## config.mk

```make
export PLATFORM = sky130hd
export DESIGN_NAME = seg_scan_driver
export DESIGN_NICKNAME = d
export VERILOG_FILES = /design/src/rtl/seg_scan_driver.sv
export SDC_FILE = /design/constraint.sdc
export NUM_CORES = 1
export LEC_CHECK = 0
export ABC_CLOCK_PERIOD_IN_PS = 2950
export BUFFER_PORTS_ARGS = -buffer_cell sky130_fd_sc_hd__buf_2
export CORE_UTILIZATION = 40
export CTS_CLUSTER_SIZE = 40
export DETAILED_ROUTE_END_ITERATION = 6
export SLEW_MARGIN = 5
export SYNTH_ARGS = -nofsm -noshare
export SYNTH_HDL_FRONTEND = slang
export SYNTH_SLANG_ARGS = --single-unit
```

## constraint.sdc

```tcl
create_clock -name clk -period 2.95 [get_ports clk]
set_input_delay 0.295 -clock clk [delete_from_list [all_inputs] [get_ports clk]]
set_output_delay 0.295 -clock clk [all_outputs]
set_load 0.05 [all_outputs]
```

## src/rtl/seg_scan_driver.sv

```systemverilog
// seg_scan_driver: 8-digit common-anode seven-segment scan driver.
// A free-running converter snapshots num/dec_mode, optionally converts to
// BCD by double-dabble, and publishes an 8-nibble display word. A refresh
// prescaler walks the digit index; the output register drives one digit per
// index with optional leading-zero blanking and an overflow dash pattern.
//
// state   | meaning
// --------+----------------------------------------------------------
// S_LOAD  | snapshot num/dec_mode, clear BCD accumulator
// S_SHIFT | 32 double-dabble steps, one input bit per cycle, MSB first
// S_DONE  | publish display word and overflow flag
module seg_scan_driver #(
  parameter int REFRESH_DIV = 100_000
) (
  input  logic        clk,
  input  logic        reset,
  input  logic [31:0] num,
  input  logic        dec_mode,
  input  logic        blank_lz,
  output logic [7:0]  an,
  output logic [6:0]  seg,
  output logic        dp
);

  localparam int PW = (REFRESH_DIV > 2) ? $clog2(REFRESH_DIV) : 1;
  localparam logic [PW-1:0] PRE_TC = PW'(REFRESH_DIV - 1);

  typedef enum logic [1:0] {
    S_LOAD  = 2'd0,
    S_SHIFT = 2'd1,
    S_DONE  = 2'd2
  } state_t;

  state_t        r_state;
  logic [31:0]   r_shadow;
  logic          r_dec;
  logic [31:0]   r_sr;
  logic [39:0]   r_bcd;
  logic [4:0]    r_bit_cnt;
  logic [31:0]   r_disp_q;
  logic          r_ovf;
  logic [PW-1:0] r_pre;
  logic [2:0]    r_idx;

  logic [39:0]   w_bcd_adj;
  logic [7:0]    w_upper_zero;
  logic [3:0]    w_nib;
  logic          w_blank;

  function automatic logic [6:0] decode(input logic [3:0] d);
    logic [6:0] s;
    case (d)
      4'h0: s = 7'h40;
      4'h1: s = 7'h79;
      4'h2: s = 7'h24;
      4'h3: s = 7'h30;
      4'h4: s = 7'h19;
      4'h5: s = 7'h12;
      4'h6: s = 7'h02;
      4'h7: s = 7'h78;
      4'h8: s = 7'h00;
      4'h9: s = 7'h10;
      4'hA: s = 7'h08;
      4'hB: s = 7'h03;
      4'hC: s = 7'h46;
      4'hD: s = 7'h21;
      4'hE: s = 7'h06;
      default: s = 7'h0E;
    endcase
    return s;
  endfunction

  // Add-3 correction applied to every BCD nibble before the next shift.
  always_comb begin
    w_bcd_adj = r_bcd;
    for (int i = 0; i < 10; i++) begin
      if (r_bcd[4*i +: 4] >= 4'd5)
        w_bcd_adj[4*i +: 4] = r_bcd[4*i +: 4] + 4'd3;
    end
  end

  // Conversion FSM: LOAD -> SHIFT x32 -> DONE -> LOAD, bit count runs down.
  always_ff @(posedge clk) begin
    if (reset) begin
      r_state   <= S_LOAD;
      r_shadow  <= '0;
      r_dec     <= 1'b0;
      r_sr      <= '0;
      r_bcd     <= '0;
      r_bit_cnt <= '0;
      r_disp_q  <= '0;
      r_ovf     <= 1'b0;
    end else begin
      case (r_state)
        S_LOAD: begin
          r_shadow  <= num;
          r_dec     <= dec_mode;
          r_sr      <= num;
          r_bcd     <= '0;
          r_bit_cnt <= 5'd31;
          r_state   <= S_SHIFT;
        end
        S_SHIFT: begin
          {r_bcd, r_sr} <= {w_bcd_adj, r_sr} << 1;
          r_bit_cnt     <= r_bit_cnt - 5'd1;
          if (r_bit_cnt == 5'd0)
            r_state <= S_DONE;
        end
        S_DONE: begin
          if (r_dec) begin
            r_disp_q <= r_bcd[31:0];
            r_ovf    <= |r_bcd[39:32];
          end else begin
            r_disp_q <= r_shadow;
            r_ovf    <= 1'b0;
          end
          r_state <= S_LOAD;
        end
        default: r_state <= S_LOAD;
      endcase
    end
  end

  // Refresh prescaler: advance the digit index once every REFRESH_DIV cycles.
  always_ff @(posedge clk) begin
    if (reset) begin
      r_pre <= '0;
      r_idx <= '0;
    end else if (r_pre == PRE_TC) begin
      r_pre <= '0;
      r_idx <= r_idx + 3'd1;
    end else begin
      r_pre <= r_pre + 1'b1;
    end
  end

  // Leading-zero detection: digit i may blank when nibbles i..7 are all zero.
  always_comb begin
    w_upper_zero = '0;
    for (int i = 0; i < 8; i++)
      w_upper_zero[i] = ((r_disp_q >> (4*i)) == 32'd0);
    w_nib   = r_disp_q[{r_idx, 2'b00} +: 4];
    w_blank = blank_lz & ~r_ovf & (r_idx != 3'd0) & w_upper_zero[r_idx];
  end

  // Output register: one cycle behind the digit index.
  always_ff @(posedge clk) begin
    if (reset) begin
      an  <= 8'hFF;
      seg <= 7'h7F;
    end else if (w_blank) begin
      an  <= 8'hFF;
      seg <= 7'h7F;
    end else begin
      an  <= ~(8'd1 << r_idx);
      seg <= r_ovf ? 7'h3F : decode(w_nib);
    end
  end

  assign dp = 1'b1;

endmodule

```

==> results.yml <==
worst_setup_path:
  cp_slowest_cell: "dfxtp_1"
  startpoint_type: "flop"
  crit_buf_inv: 2
  cp-end-kind: "flop"
  cp_data_required_time_ps: 3240
  cp_top_family: "multiplexers"
  crit_fanout: 9
  max_stage_delay_ps: 610
  cp.arrival_ps: 2760
  critical_path.cell_chain: "mux4_2 > mux2i_2 > inv_1 > ha_1 > inv_1 > nor3b_1 > a21oi_1 > nand4_1"
  crit_path_frequent_cell: "inv_1"
  critical_path_class: "flop to flop"
clock_tree:
  cts.sinks: 180
  cts_setup_buffers: 0
  cts_buffers: 17
  clk_path_buf_depth: 2
  hold_buffers: 0
  cts_resized: 0
  htree_levels: 4
  clk_latency_ps: 430
  root_buffer: "clkbuf_16"
  clkTransAtPathRegs_ps: 70
  cts_tree: "done"
global_routing:
  grt_max_degree: 89
  grt_overflow_total: 0
  grt_usage_pct: 17.00
  grt_pass1_wl_mm: 30.14
  antenna_found_initial: 1
  grt_pass1_vias: 6046
yosys:
  ys.flop_type: "dfxtp_1"
  synth-async-reset-ratio_pct: 0
  ys_warn_count: 0
  synthCells: 973
  yosysSeqAreaShare_pct: 42.44
  yosysUniqueCellTypes: 51
  syn_area_per_cell_um2: 8.726
  synth_area_um2: 8491
  synth-seq-cells: 180
  synth_edf_count: 0
  synthesis.nets: 1045
sta:
  slew_violations: 0
  fin_setup_tns_ps: 0
  rsz0062_at_grt: "false"
  slew_headroom_pct: 39.29
  clock_skew_ps: 9.280
  max_freq_mhz: 404.7
  holdWs_ps: 101.0
  hold_viol: 0
  setup-violations-final: 0
  fin_crit_ps: 2471
  worst_slew_pin_slew_ps: 910.7
  period_share_pct: 83.76
placed_design:
  hpwlAfterDp_mm: 11.91
  gp_congestion: 0.7754
  port_buffers: 50
finish:
  drive_gt1_share_pct: 12.19
  layout_common_cells: "177 x dfxtp_1, 146 x nor2_1, 97 x nand2_1"
  nNetsFinal: 1061
  area_growth_pct: 11.36
  multiInputGateArea_um2: 4469
  fillCellCount: 2053
  final_common_cell: "dfxtp_1"
  regArea_um2: 3610
power:
  leakage_nw: 3.635
  p_per_area_nw_per_um2: 552.9
  vdd_drop_max_mv: 0.3758
floorplanning:
  dieArea_um2: 21810
  start_util_pct: 41.43
  die_height_um: 147.7
  boundaryPins: 52
  dieWidth_um: 147.7
  coreArea_um2: 20490
  rows: 52
detailed_routing:
  drc_errors: 0
  viasPerCell: 5.045
  drt_iter0_markers: 353
  wirelength_mm: 17.44
  firstDrtPassIters: 5
  wl_per_cell_um: 13.71
  num_vias: 6417
  final_antenna_net_count: 0
flow_run:
  drv_cap: 0
run_status:
  status: "finished clean"
min_path:
  hold_path.class: "input pin to flop"
## final timing paths
kind / cells past startpoint / from / slack (ps) / to
max: 8 / r_idx[0] / 480 / seg[0]
min: 3 / dec_mode / 100 / r_dec
max reg2reg: 8 / r_idx[0] / 480 / seg[0]
min reg2reg: 2 / r_shadow[16] / 460 / r_shadow[16]
## state kept, by name (all words and copies together) (netlist names)
name and count:
r_bit_cnt 5, r_pre 17, r_shadow 32, an 8, r_bcd 40, r_sr 32, r_disp_q 32, r_dec 1
seg 7, r_state 2, r_idx 3, r_ovf 1
## cells by family (layout without fill, tap and decap cells)
group / count (synthesis) / in the layout / share of synthesized area [%]
flip-flops: 180 / 180 / 42.44
multiplexers: 79 / 79 / 10.98
buffers and inverters: 103 / 131 / 5.069
other: 1 / 2 / 0.04417
AO/OA/AOI/OAI: 202 / 202 / 15.10
AND/OR/NAND/NOR: 337 / 337 / 17.45
XOR/XNOR: 35 / 35 / 3.610
adder cells (fa/ha/maj): 36 / 36 / 5.305
## report_power, final
part           leakage, nW  switching, mW  internal [mW]
registers             1.47         0.0757           2.54
logic                 1.90          0.341          0.198
clock network        0.266          0.950           1.13
## cells in the mapped netlist, types with 2 or more instances
| library cell | count | share of area, % |
|---|---|---|
| a211oi_1 | 35 | 3.1 |
| a21o_1 | 9 | 0.80 |
| a21oi_1 | 93 | 5.5 |
| a22oi_1 | 11 | 0.97 |
| a32oi_1 | 9 | 0.93 |
| and3_1 | 4 | 0.29 |
| and4_1 | 2 | 0.21 |
| buf_1 | 6 | 0.27 |
| buf_2 | 11 | 0.65 |
| buf_4 | 2 | 0.18 |
| buf_6 | 3 | 0.40 |
| clkbuf_1 | 47 | 2.1 |
| dfxtp_1 | 180 | 42 |
| ha_1 | 36 | 5.3 |
| inv_1 | 33 | 1.5 |
| mux2i_1 | 67 | 7.9 |
| mux2i_4 | 3 | 0.80 |
| mux4_2 | 8 | 2.1 |
| nand2_1 | 97 | 4.3 |
| nand2b_1 | 15 | 1.1 |
| nand3_1 | 29 | 1.7 |
| nand4_1 | 7 | 0.52 |
| nor2_1 | 147 | 6.5 |
| nor2b_1 | 3 | 0.22 |
| nor3_1 | 5 | 0.29 |
| nor3b_1 | 11 | 0.97 |
| nor4_1 | 11 | 0.81 |
| o211ai_1 | 13 | 1.1 |
| o21ai_0 | 19 | 1.1 |
| o21ai_1 | 3 | 0.18 |
| xnor2_1 | 26 | 2.7 |
| xor2_1 | 9 | 0.93 |
## layer usage
layer  track usage, %  up-vias  wire, µm
li1                 -     3411         -
met1            24.66     2919      9527
met2            25.24       77      7198
met3            4.043       10       592
met4            4.175        0       123
met5                0        -         0
## layout make-up
cell class	count	area share [%]
multi-input combinational	690	47.27
sequential	180	38.18
clock buffer	21	4.870
timing repair buffer	66	3.943
tap	270	3.573
inverter	34	1.350
clock inverter	10	0.7940
antenna	1	0.02647
## tightest hold or removal path, cell delays in order
cell and delay, ps:
buf_2 100, nand2_1 50, a21oi_1 50
## per-stage QoR
| step | setup slack, ps | area [µm²] | instances | util, % | total power [mW] |
|---|---|---|---|---|---|
| floorplan | 711.5 | 8491 | 973 | - | 3.061 |
| global placement | 508.6 | 8917 | 1240 | 43.51 | 3.209 |
| detailed placement | 504.3 | 8917 | 1240 | 43.51 | 3.213 |
| CTS | 488.5 | 9453 | 1271 | 46.12 | 5.292 |
| global route | 311.0 | 9453 | 1271 | 46.12 | 5.473 |
| finish | 479.0 | 9455 | 1272 | 46.14 | 5.227 |
(Power assumes the default switching activity.)
